`src/rtl/gpio_bank_pkg.sv`:
```
// Shared register map, bus-side access payload and helpers for the GPIO bank.
package gpio_bank_pkg;

  localparam int unsigned BUS_W = 32;

  localparam logic [2:0] REG_OUT     = 3'd0;
  localparam logic [2:0] REG_SET     = 3'd1;
  localparam logic [2:0] REG_CLR     = 3'd2;
  localparam logic [2:0] REG_TGL     = 3'd3;
  localparam logic [2:0] REG_IN      = 3'd4;
  localparam logic [2:0] REG_RISE_EN = 3'd5;
  localparam logic [2:0] REG_FALL_EN = 3'd6;
  localparam logic [2:0] REG_EVT     = 3'd7;

  // Decoded access broadcast to every port slice; data is already byte-masked.
  typedef struct packed {
    logic [2:0]       reg_sel;
    logic [BUS_W-1:0] mask;
    logic [BUS_W-1:0] data;
  } gpio_acc_t;

  function automatic int unsigned clog2(input int unsigned v);
    int unsigned r;
    r = 0;
    while ((32'd1 << r) < v) r = r + 1;
    return r;
  endfunction

endpackage

```
`src/rtl/gpio_port_slice.sv`:
```
// One GPIO port: output register, input synchroniser, edge detect, sticky event flags.
module gpio_port_slice
  import gpio_bank_pkg::*;
#(
  parameter int unsigned WIDTH       = 32,
  parameter int unsigned SYNC_STAGES = 2,
  parameter logic [31:0] OUT_RESET   = 32'h0
) (
  input  logic             clk24,
  input  logic             reset,
  input  logic [WIDTH-1:0] pin,
  input  logic             wr_en,
  input  gpio_acc_t        acc,
  output logic [WIDTH-1:0] out_q,
  output logic [31:0]      rd_word_c,
  output logic             evt_any_c
);

  logic [WIDTH-1:0] sync_q [SYNC_STAGES];
  logic [WIDTH-1:0] sync;
  logic [WIDTH-1:0] prev_q;
  logic [WIDTH-1:0] rise_en_q;
  logic [WIDTH-1:0] fall_en_q;
  logic [WIDTH-1:0] evt_q;

  logic [WIDTH-1:0] mask;
  logic [WIDTH-1:0] data;
  logic [WIDTH-1:0] rise_c;
  logic [WIDTH-1:0] fall_c;
  logic [WIDTH-1:0] clr_c;
  logic [WIDTH-1:0] out_nxt;
  logic [WIDTH-1:0] rise_en_nxt;
  logic [WIDTH-1:0] fall_en_nxt;
  logic [WIDTH-1:0] evt_nxt;

  assign sync   = sync_q[SYNC_STAGES-1];
  assign mask   = acc.mask[WIDTH-1:0];
  assign data   = acc.data[WIDTH-1:0];
  assign rise_c = sync & ~prev_q;
  assign fall_c = ~sync & prev_q;

  // Register updates; a fresh edge always wins over a same-cycle W1C.
  always_comb begin
    out_nxt     = out_q;
    rise_en_nxt = rise_en_q;
    fall_en_nxt = fall_en_q;
    clr_c       = '0;
    if (wr_en) begin
      case (acc.reg_sel)
        REG_OUT:     out_nxt     = (out_q & ~mask) | data;
        REG_SET:     out_nxt     = out_q | data;
        REG_CLR:     out_nxt     = out_q & ~data;
        REG_TGL:     out_nxt     = out_q ^ data;
        REG_RISE_EN: rise_en_nxt = (rise_en_q & ~mask) | data;
        REG_FALL_EN: fall_en_nxt = (fall_en_q & ~mask) | data;
        REG_EVT:     clr_c       = data;
        default:     clr_c       = '0;
      endcase
    end
    evt_nxt = (evt_q & ~clr_c) | (rise_c & rise_en_q) | (fall_c & fall_en_q);
  end

  always_ff @(posedge clk24 or posedge reset) begin
    if (reset) begin
      for (int unsigned s = 0; s < SYNC_STAGES; s++) sync_q[s] <= '0;
      prev_q    <= '0;
      out_q     <= OUT_RESET[WIDTH-1:0];
      rise_en_q <= '0;
      fall_en_q <= '0;
      evt_q     <= '0;
    end else begin
      sync_q[0] <= pin;
      for (int unsigned s = 1; s < SYNC_STAGES; s++) sync_q[s] <= sync_q[s-1];
      prev_q    <= sync;
      out_q     <= out_nxt;
      rise_en_q <= rise_en_nxt;
      fall_en_q <= fall_en_nxt;
      evt_q     <= evt_nxt;
    end
  end

  // Read word is zero-extended to the bus width.
  always_comb begin
    rd_word_c = '0;
    case (acc.reg_sel)
      REG_OUT, REG_SET, REG_CLR, REG_TGL: rd_word_c = 32'(out_q);
      REG_IN:      rd_word_c = 32'(sync);
      REG_RISE_EN: rd_word_c = 32'(rise_en_q);
      REG_FALL_EN: rd_word_c = 32'(fall_en_q);
      REG_EVT:     rd_word_c = 32'(evt_q);
      default:     rd_word_c = '0;
    endcase
  end

  assign evt_any_c = |(evt_q & (rise_en_q | fall_en_q));

endmodule

```
`src/rtl/gpio_bank.sv`:
```
// Parametrised GPIO bank on the picorv32 native bus: decode, handshake, read mux, irq.
module gpio_bank
  import gpio_bank_pkg::*;
#(
  parameter int unsigned NUM_PORTS   = 4,
  parameter int unsigned WIDTH       = 32,
  parameter int unsigned SYNC_STAGES = 2,
  parameter logic [31:0] OUT_RESET   = 32'h0,
  localparam int unsigned ADDR_W     = clog2(NUM_PORTS) + 3
) (
  input  logic                       clk24,
  input  logic                       reset,
  input  logic                       sel,
  input  logic [ADDR_W-1:0]          addr,
  input  logic [3:0]                 wstrb,
  input  logic [31:0]                wdata,
  output logic [31:0]                rdata,
  output logic                       ready,
  input  logic [NUM_PORTS*WIDTH-1:0] gp_in,
  output logic [NUM_PORTS*WIDTH-1:0] gp_out,
  output logic                       irq
);

  // Wide enough for any address-space port index, including out-of-range ones.
  localparam int unsigned PORT_IDX_W = 5;

  logic                  access_c;
  logic [PORT_IDX_W-1:0] port_idx;
  logic [31:0]           byte_mask;
  gpio_acc_t             acc;
  logic [NUM_PORTS-1:0]  wr_hit;
  logic [NUM_PORTS-1:0]  evt_any;
  logic [31:0]           rd_word [NUM_PORTS];
  logic [31:0]           rd_mux;

  assign access_c = sel & ~ready;
  assign port_idx = PORT_IDX_W'(addr >> 3);

  always_comb begin
    byte_mask = '0;
    for (int unsigned b = 0; b < 4; b++) byte_mask[8*b +: 8] = {8{wstrb[b]}};
  end

  always_comb begin
    acc         = '0;
    acc.reg_sel = addr[2:0];
    acc.mask    = byte_mask;
    acc.data    = wdata & byte_mask;
  end

  // Only a write access phase commits; out-of-range ports match no slice.
  always_comb begin
    wr_hit = '0;
    rd_mux = '0;
    for (int unsigned i = 0; i < NUM_PORTS; i++) begin
      if (port_idx == PORT_IDX_W'(i)) begin
        wr_hit[i] = access_c & (|wstrb);
        rd_mux    = rd_word[i];
      end
    end
  end

  for (genvar g = 0; g < NUM_PORTS; g++) begin : g_port
    gpio_port_slice #(
      .WIDTH       (WIDTH),
      .SYNC_STAGES (SYNC_STAGES),
      .OUT_RESET   (OUT_RESET)
    ) u_slice (
      .clk24     (clk24),
      .reset     (reset),
      .pin       (gp_in[g*WIDTH +: WIDTH]),
      .wr_en     (wr_hit[g]),
      .acc       (acc),
      .out_q     (gp_out[g*WIDTH +: WIDTH]),
      .rd_word_c (rd_word[g]),
      .evt_any_c (evt_any[g])
    );
  end

  always_ff @(posedge clk24 or posedge reset) begin
    if (reset) begin
      ready <= 1'b0;
      rdata <= '0;
      irq   <= 1'b0;
    end else begin
      ready <= access_c;
      rdata <= access_c ? rd_mux : '0;
      irq   <= |evt_any;
    end
  end

endmodule

```
`config.mk`:
```
export PLATFORM = sky130hd
export DESIGN_NAME = gpio_bank
export DESIGN_NICKNAME = d
export VERILOG_FILES = /design/src/rtl/gpio_bank_pkg.sv /design/src/rtl/gpio_port_slice.sv /design/src/rtl/gpio_bank.sv
export SDC_FILE = /design/constraint.sdc
export NUM_CORES = 2
export LEC_CHECK = 0
export BUFFER_PORTS_ARGS = -buffer_cell sky130_fd_sc_hd__buf_2
export CAP_MARGIN = 0
export CELL_PAD_IN_SITES_DETAIL_PLACEMENT = 2
export CELL_PAD_IN_SITES_GLOBAL_PLACEMENT = 2
export CORE_ASPECT_RATIO = 1.25
export CORE_UTILIZATION = 41
export DETAILED_ROUTE_END_ITERATION = 8
export HOLD_SLACK_MARGIN = 0.05
export PLACE_DENSITY = 0.81
export SYNTH_ARGS = -nofsm -noshare
export SYNTH_HDL_FRONTEND = slang
export SYNTH_SLANG_ARGS = --single-unit
```
`constraint.sdc`:
```
create_clock -name clk24 -period 41.6 [get_ports clk24]
set_input_delay 8.32 -clock clk24 [delete_from_list [all_inputs] [get_ports clk24]]
set_output_delay 8.32 -clock clk24 [all_outputs]
set_load 0.02 [all_outputs]
```
==> metrics.txt <==
outcome finished, final reports clean; layout cells sized above 1 23.6%; Rows 131; Clock Skew 28.5 ps; start-to-end type of the worst setup path primary input to flip-flop; startpoint type of the worst setup path primary input; Distinct cells, synth 62; number of vias per cell 6.61; Clock Power Share 38.3%; first-pass GRT wire length 265000 µm; endpoint type of the worst setup path flip-flop; htree depth 3; Comb power frac 17.8%; sw frac 32.4%; number of cells on the critical path 8; P_int 1.72 mW; dpl cells 5059; CP max-delay cell nand3_1; met2 usage 53.8%; number of detailed-route iterations in the first pass 5; cts repair resizes 0; Iter 0 DRT Violations 3002; hold_buf cts 0; port buffer count 333; min-delay worst type flip-flop to flip-flop; Yosys reg bits 930; vias in the first global route 37856; worst path arrival time 12130 ps; fmax 86.8 MHz; Final setup violation count 0; LEAKAGE 20.5 nW; reg2reg setup slack 37350 ps; CTS tree done; final hold violations 0; Max Cap Viol 0; CP dominant cell by count buf_4; unrepaired setup endpoints after global routing no; wire length per cell 34.4 µm; max-slew violation count 0; CP startpoint sel; post-route ant nets 0; Final WS setup 30080 ps; pre-CTS setup slack 29570 ps; Fillers 10067; grt total ovfl 0; crit path cell chain buf_2 -> nand2b_2 -> buf_4 -> clkinv_1 -> nand3_1 -> buf_4 -> o21ai_0 -> o211ai_1; die area 104000 µm²; Sink Count 930; slowest stage delay, CP 1210 ps; Rel. slew slack 18.5%; GR Util met1 44.0%; Synth top area share 55.3%; CP bufs+invs 4; largest cells by area after synthesis dfrtp_1 (55%), mux2_2 (7.0%), o21ai_0 (5.3%); R2R cell count 7; final setup TNS 0 ps; worst vdd ir 30.7 µV; Vias 34730; Clock transition at path regs 70 ps; GPL Wtd Cong 0.886; die width 289 µm; Tcrit/Tclk final 27.7%; r2r startpoint ready; Routed Wire Length 181000 µm; CTS Root Cell clkbuf_16; yosys warns 0; nets 4129; gr busiest metal met2; Post-Layout Cell Count 5253; Total GRT Usage 34.8%; Post-Syn Nets 3877; EDFF count, synth 0; post-synth top area cell dfrtp_1; Hold Path Origin g_port[1].u_slice.sync_q[54]; worst skew pair latency 740 ps; crit path max fanout 28; Worst Path Required 42200 ps; min cycle time layout 11520 ps; CP top delay family buffers and inverters; Hold Path Depth 0; Mapped Cells 3577; io pins 334; initial antenna violation count 13; die span in y 360 µm; synth-to-layout area growth 15.1%; Reg power frac 43.8%; Post-synth top flop dfrtp_1; initial cell density of the core 41.3%; Inserted Clock Buffers 98; DRC 0; Mapped Avg Cell Area 11.8 µm²; power per cell area 52.4 nW/µm²; Longest Clk Path Bufs 3; FFs w/ async S/R, synth 100%; Core Area 102000 µm²; post-synthesis sequential area ratio 55.3%; Worst-Margin Slew 1220 ps; Sw Pwr 0.821 mW; met3 usage 7.34%; pin count of the biggest net entering global routing 169; mapped cell area 42100 µm²; placed wire-length estimate 118000 µm; setup bufs post-CTS 0
-- path summary, 6_finish.rpt --
| kind | to |
|---|---|
| setup / recovery | g_port[1].u_slice.evt_q[9] |
| hold / removal | g_port[1].u_slice.sync[22] |
| setup reg to reg | g_port[1].u_slice.evt_q[9] |
| hold reg to reg | g_port[1].u_slice.sync[22] |
| max in group asynchronous | g_port[0].u_slice.out_q[14] |
| min in group asynchronous | g_port[0].u_slice.sync[24] |
-- area by class of cell --
type,instances,area (µm²),share of cell area [%]
sequential,930,23300,48.0
antenna,10,25.0,0.0517
tap,1330,1660,3.44
multi-input combinational,2405,17800,36.7
clock buffer,134,2780,5.74
clock inverter,50,736,1.52
inverter,5,28.8,0.0594
timing repair buffer,389,2160,4.45
-- layer usage --
metal	routed length [µm]	share of wire [%]
met1	70400	39
met2	83600	46
met3	14300	7.9
met4	12500	6.9
met5	24	0.013
-- kinds of logic after synthesis --
group / count (synthesis) / share of synthesized area (%)
AO/OA/AOI/OAI: 1066 / 16.0
AND/OR/NAND/NOR: 848 / 11.4
multiplexers: 363 / 10.9
buffers and inverters: 242 / 2.58
adder cells (fa/ha/maj): 128 / 3.81
flip-flops: 930 / 55.3
-- Yosys cell counts, drive strengths merged (6+ instances only) --
| library cell | number |
|---|---|
| a2111oi | 18 |
| a211oi | 80 |
| a21oi | 148 |
| a221o | 21 |
| a221oi | 73 |
| a22o | 31 |
| a22oi | 28 |
| buf | 106 |
| clkbuf | 131 |
| dfrtp | 930 |
| ha | 128 |
| mux2 | 272 |
| mux2i | 44 |
| mux4 | 47 |
| nand2 | 253 |
| nand2b | 6 |
| nand3 | 103 |
| nand3b | 161 |
| nand4 | 39 |
| nor2 | 139 |
| nor2b | 80 |
| nor3 | 30 |
| nor4 | 18 |
| o211ai | 98 |
| o21ai | 446 |
| o21bai | 6 |
| o22a | 6 |
| o22ai | 18 |
| o311a | 7 |
| o31ai | 74 |
-- cells in the final DEF (no fill, tap or decap), drive strengths merged, types with 98 or more instances in the layout --
cell	n
nor2	139
ha	128
nand3b	161
o21ai	446
clkbuf	134
dfrtp	930
nand2	253
mux2	272
buf	389
a21oi	148
nand3	103
o211ai	98
-- power groups by stage --
stage	Sequential, mW	Clock, mW	Combinational (mW)
floorplan	1.12	0	0.221
global placement	1.11	0	0.411
detailed placement	1.12	0	0.436
CTS	1.11	0.985	0.447
global route	1.12	1.01	0.483
finish	1.11	0.973	0.453
-- through the flow --
stage | cell area [µm²] | hold slack (ps) | utilization (%) | power [mW]
2_1_floorplan | 42100 | 331 | - | 1.34
3_3_place_gp | 44900 | 334 | 44.0 | 1.52
3_5_place_dp | 44900 | 336 | 44.0 | 1.56
4_1_cts | 48400 | 351 | 47.5 | 2.54
5_1_grt | 48400 | 352 | 47.5 | 2.62
6_report | 48400 | 347 | 47.5 | 2.54
No activity file was read; power rests on OpenSTA's default activity.
